===== src/rtl/alu_dmem_unit.sv =====
// 16-bit ALU with control decode plus a 64x16 byte-addressed data memory.
// Optional sticky overflow flag is built only when ALU_STICKY_OVF_EN is defined.
module alu_dmem_unit (
    input  logic        Clock,
    input  logic        Reset,
    input  logic [1:0]  ALUOp,
    input  logic [3:0]  Opcode,
    input  logic [1:0]  Funct,
    input  logic [15:0] A,
    input  logic [15:0] B,
    input  logic        MemRead,
    input  logic        MemWrite,
    input  logic [15:0] WriteData,
    output logic [3:0]  ALUCtrl,
    output logic [15:0] Result,
    output logic        Zero,
    output logic        Overflow,
    output logic        CarryOut,
    output logic [15:0] ReadData,
    output logic        OvfSticky
);

    localparam logic [3:0] CTRL_AND = 4'b0000;
    localparam logic [3:0] CTRL_OR  = 4'b0001;
    localparam logic [3:0] CTRL_ADD = 4'b0010;
    localparam logic [3:0] CTRL_SUB = 4'b0110;
    localparam logic [3:0] CTRL_SLT = 4'b0111;
    localparam logic [3:0] CTRL_NOR = 4'b1100;

    always_comb begin
        ALUCtrl = CTRL_ADD;
        case (ALUOp)
            2'b00: ALUCtrl = CTRL_ADD;
            2'b01: ALUCtrl = CTRL_SUB;
            2'b10: begin
                if (Opcode == 4'b0000) begin
                    case (Funct)
                        2'b00:   ALUCtrl = CTRL_AND;
                        2'b01:   ALUCtrl = CTRL_OR;
                        2'b10:   ALUCtrl = CTRL_ADD;
                        default: ALUCtrl = CTRL_SUB;
                    endcase
                end else if (Opcode == 4'b0001) begin
                    case (Funct)
                        2'b00:   ALUCtrl = CTRL_SLT;
                        2'b01:   ALUCtrl = CTRL_NOR;
                        default: ALUCtrl = CTRL_ADD;
                    endcase
                end else begin
                    ALUCtrl = CTRL_ADD;
                end
            end
            default: begin
                case (Opcode)
                    4'b0100: ALUCtrl = CTRL_ADD;
                    4'b0101: ALUCtrl = CTRL_SUB;
                    4'b0110: ALUCtrl = CTRL_SLT;
                    4'b0111: ALUCtrl = CTRL_AND;
                    4'b1000: ALUCtrl = CTRL_OR;
                    default: ALUCtrl = CTRL_ADD;
                endcase
            end
        endcase
    end

    logic        ainvert;
    logic        bnegate;
    logic [1:0]  op;
    logic [15:0] a_op;
    logic [15:0] b_op;
    logic [16:0] sum_full;
    logic [15:0] sum;

    assign {ainvert, bnegate, op} = ALUCtrl;
    assign a_op     = ainvert ? ~A : A;
    assign b_op     = bnegate ? ~B : B;
    // Bnegate doubles as the carry-in so SUB/SLT form a + ~b + 1.
    assign sum_full = {1'b0, a_op} + {1'b0, b_op} + {16'b0, bnegate};
    assign sum      = sum_full[15:0];
    assign CarryOut = sum_full[16];
    assign Overflow = (a_op[15] == b_op[15]) && (sum[15] != a_op[15]);

    always_comb begin
        Result = sum;
        case (op)
            2'b00:   Result = a_op & b_op;
            2'b01:   Result = a_op | b_op;
            2'b10:   Result = sum;
            default: Result = {15'b0, sum[15] ^ Overflow};
        endcase
    end

    assign Zero = (Result == 16'h0000);

    logic [15:0] mem [64];
    logic [5:0]  word_idx;

    // Byte address: bit 0 and bits above 6 are ignored, so addresses wrap at 128.
    assign word_idx = Result[6:1];

    always_ff @(posedge Clock or posedge Reset) begin
        if (Reset) begin
            for (int i = 0; i < 64; i++) begin
                mem[6'(i)] <= 16'h0000;
            end
        end else if (MemWrite) begin
            mem[word_idx] <= WriteData;
        end
    end

    assign ReadData = MemRead ? mem[word_idx] : 16'h0000;

`ifdef ALU_STICKY_OVF_EN
    logic ovf_sticky_q;

    always_ff @(posedge Clock or posedge Reset) begin
        if (Reset) begin
            ovf_sticky_q <= 1'b0;
        end else if (Overflow) begin
            ovf_sticky_q <= 1'b1;
        end
    end

    assign OvfSticky = ovf_sticky_q;
`else
    assign OvfSticky = 1'b0;
`endif

endmodule


===== config.mk =====
export PLATFORM = sky130hd
export DESIGN_NAME = alu_dmem_unit
export DESIGN_NICKNAME = d
export VERILOG_FILES = /design/src/rtl/alu_dmem_unit.sv
export SDC_FILE = /design/constraint.sdc
export NUM_CORES = 2
export LEC_CHECK = 0
export BUFFER_PORTS_ARGS = -buffer_cell sky130_fd_sc_hd__buf_2
export CORE_MARGIN = 2
export CORE_UTILIZATION = 30
export CTS_BUF_LIST = sky130_fd_sc_hd__clkbuf_8 sky130_fd_sc_hd__clkbuf_16
export DETAILED_ROUTE_END_ITERATION = 7
export GPL_ROUTABILITY_DRIVEN = 1
export SLEW_MARGIN = 5
export SYNTH_ARGS = -nofsm -noshare
export SYNTH_HDL_FRONTEND = slang
export SYNTH_SLANG_ARGS = --single-unit
export TNS_END_PERCENT = 20

===== constraint.sdc =====
create_clock -name Clock -period 23.4 [get_ports Clock]
set_input_delay 4.68 -clock Clock [delete_from_list [all_inputs] [get_ports Clock]]
set_output_delay 4.68 -clock Clock [all_outputs]
set_load 0.005 [all_outputs]

==> summary.md <==
| Metric | Value |
|---|---|
| Layout Area Growth over Synthesis | 14.2% |
| CP startpoint | Opcode[1] |
| Power Density | approximately 110 nW/um2 |
| Clock root cell | clkbuf_16 |
| Yosys reg bits | 1024 |
| Largest register FFs | 1024 |
| Worst setup EP type | output port |
| Die Y-Extent | 392 um |
| Cts hold-fix bufs | 0 |
| Fmax | 58.6 MHz |
| CP Max Fanout | 50 |
| CTS sink cnt | 1024 |
| Yosys warns | 0 |
| Sequential cell area fraction in the yosys report | 62.3% |
| Pin count of the biggest net entering global routing | approximately 110 |
| Synth area leaders | edfxtp_1 34%, dfrtp_1 28%, mux2_2 14% |
| Row count | 142 |
| GP Congestion | 0.918 |
| Distinct cell type count after synthesis | between 90 and 100 |
| Sum Neg Setup Slack | 0 ns |
| Startpoint types | input pin |
| Post-CTS Setup Inserts | 0 |
| Gate Count Post-Synth | 3429 |
| # resized after CTS | 0 |
| TritonCTS clock tree | done |
| R2R Path End | mem[786] |
| Core area | 150000 um2 |
| Top Registers | mem x1024 |
| Critical Path End | ReadData[4] |
| Worst Max-Slew Pin Slew | ~1.4 ns |
| DRT Wirelength | 151 mm |
| I/O Pins | 100 |
| Mapped cell area | approximately 45000 um2 |
| Depth of the CTS H-tree | 3 |
| Post-synth ARST share | 50.0% |
| GRT Total Usage | 19.3% |
| Avg Cell Area, Syn | 13.2 um2 |
| Number of max-cap violations | 0 |
| PortBufs | 98 |
| Detail Route Antenna Nets | 0 |
| Wire per inst | 27.0 um |
| Most common cell after layout, fill and taps aside | mux2_2 |
| Yosys top cell by area | edfxtp_1 |
| Clock buffer depth | 3 |
| WP data required | between 15 and 20 ns |
| Pwr Total | around 6 mW |
| First-pass GRT wire length | about 220 mm |
| GR Overflow Total | 0 |
| Layout Skew | 0 ns |
| Drc violations | 0 |
| Final-report hold violation count | 0 |
| CTS buffer count | 104 |
| Lkg Pwr | 20.3 nW |
| Crit path kind | in -> out |
| HPWL after DPL | 89.9 mm |
| Pre-Repair DR Iteration Count | 6 |
| Worst-Skew Late Latency | ~0.70 ns |
| Worst Reg-to-Reg Cells | 1 |
| Clk slew on worst S/H paths | 0.06 ns |
| Top reg by flops | mem |
| Initial antenna violation count | 11 |
| Post-synth EDFFs | 512 |
| Hold WS | 0.483 ns |
| Final setup fails | 0 |
| Status | complete, no violations |
| Most frequent cells in the layout | 563 x mux2_2, 512 x edfxtp_1, 512 x dfrtp_1, 384 x nand2_1, 166 x nor2_1 |
| Fin crit share | 72.9% |
| Final nets | 3592 |
| R2r setup slk | 22.60 ns |
| DRT iter0 DRCs | ~3.7k |
| Peak VDD IR | roughly 0.000065 V |
| Worst slew margin relative to its limit | 7.22% |
| RSZ-0062 raised after global routing | false |
| Worst Hold Class | reg -> reg |
| Slew Limit Fails | 0 |
| Share of cells above drive strength 1 | 28.4% |
| Mapped Nets | 3522 |
| Post-synth top flop | edfxtp_1 |
| Initial Utilization | 30.2% |
| Number of global-route vias before repair | 29.7k |
| Via Count | 31.1k |
| Top cell type's share of synthesized area | 34.0% |
| Fin crit period | 17.05 ns |
| Die area | 154000 um2 |
| Die Wd | slightly below 400 um |
| Worst reg2reg path startpoint | mem[786] |
| Worst EP arrival | roughly 12 ns |
| Fill cells | 14.6k |
| Vias per cell | 5.54 |
## cells by family (layout without fill, tap and decap cells)
kind of cell | Yosys count | after routing | synth area share (%)
XOR/XNOR | 44 | 44 | 0.852
flip-flops | 1024 | 1024 | 62.3
AO/OA/AOI/OAI | 550 | 550 | 8.76
other | 1 | 5 | 0.00829
AND/OR/NAND/NOR | 834 | 834 | 8.40
adder cells (fa/ha/maj) | 33 | 33 | 0.929
buffers and inverters | 298 | 455 | 2.92
multiplexers | 645 | 645 | 15.8
## final cells by class
cell class,count,area (um2),area share [%]
antenna,4,10.0,0.0194
clock buffer,122,2900,5.60
clock inverter,71,643,1.24
inverter,50,201,0.390
multi-input combinational,2107,15800,30.6
sequential,1024,28200,54.5
tap,2016,2520,4.88
timing repair buffer,212,1390,2.68
## power by group
part,switching (mW),internal (mW),total (mW)
registers,0.171,2.25,2.42
clock network,0.726,0.992,1.72
logic,1.11,0.637,1.75
## stage by stage
stage | utilization [%] | setup slack (ns) | cells | cell area (um2)
final | 34.5 | 6.35 | 5606 | 51700
after floorplan | - | 4.42 | 3429 | 45300
after global routing | 34.5 | 6.14 | 5602 | 51700
after global placement | 32.1 | 6.41 | 5408 | 48100
after CTS | 34.5 | 6.68 | 5602 | 51700
after detailed placement | 32.1 | 6.69 | 5409 | 48100
## Yosys cell counts (5+ instances only)
| library cell | number |
|---|---|
| a211oi_1 | 14 |
| a21o_1 | 6 |
| a21oi_1 | 34 |
| a221o_1 | 8 |
| a221oi_1 | 7 |
| a2bb2oi_1 | 7 |
| a31oi_1 | 43 |
| a32o_1 | 22 |
| a32oi_1 | 36 |
| and3_1 | 14 |
| buf_1 | 22 |
| buf_2 | 113 |
| buf_4 | 12 |
| clkbuf_1 | 98 |
| dfrtp_1 | 512 |
| edfxtp_1 | 512 |
| ha_1 | 32 |
| inv_1 | 43 |
| inv_2 | 7 |
| mux2_1 | 7 |
| mux2_2 | 563 |
| mux2i_1 | 75 |
| nand2_1 | 385 |
| nand3_1 | 101 |
| nand4_1 | 9 |
| nor2_1 | 167 |
| nor2_2 | 24 |
| nor2_4 | 7 |
| nor3_1 | 49 |
| nor4_1 | 16 |
| o2111ai_1 | 14 |
| o211ai_1 | 15 |
| o21a_1 | 5 |
| o21ai_0 | 83 |
| o221ai_1 | 49 |
| o22a_1 | 17 |
| o22ai_1 | 127 |
| o31ai_1 | 17 |
| or3_1 | 14 |
| xnor2_1 | 17 |
| xor2_1 | 27 |
## worst min-delay path by stage
stage,cells past startpoint,startpoint,endpoint
after floorplan,1,mem[880],mem[880]
after global placement,1,mem[880],mem[880]
after detailed placement,1,mem[880],mem[880]
after CTS,1,mem[880],mem[880]
after global routing,1,mem[1008],mem[1008]
final,1,mem[880],mem[880]
## critical path: stages
cell,delay [ns]
buf_2,0.15
nor4b_4,0.43
nand3_2,0.52
xor2_1,0.38
inv_1,0.07
ha_1,0.39
nand3b_1,0.12
nor4_2,0.49
o211a_1,0.38
nor3_4,0.06
buf_4,0.34
clkinv_2,0.40
or2_4,0.46
buf_4,0.73
o21ai_0,0.18
o21ai_0,0.75
o221ai_1,0.25
nor4b_1,1.12
buf_2,0.29
## metal layers
metal	up-vias	track usage [%]	part of all wire, %
li1	12900	-	-
met1	16100	27.8	42
met2	1733	28.4	43
met3	283	4.34	11
met4	8	6.86	3.5
met5	-	0	0.034
Power figures use the tool's default switching activity.
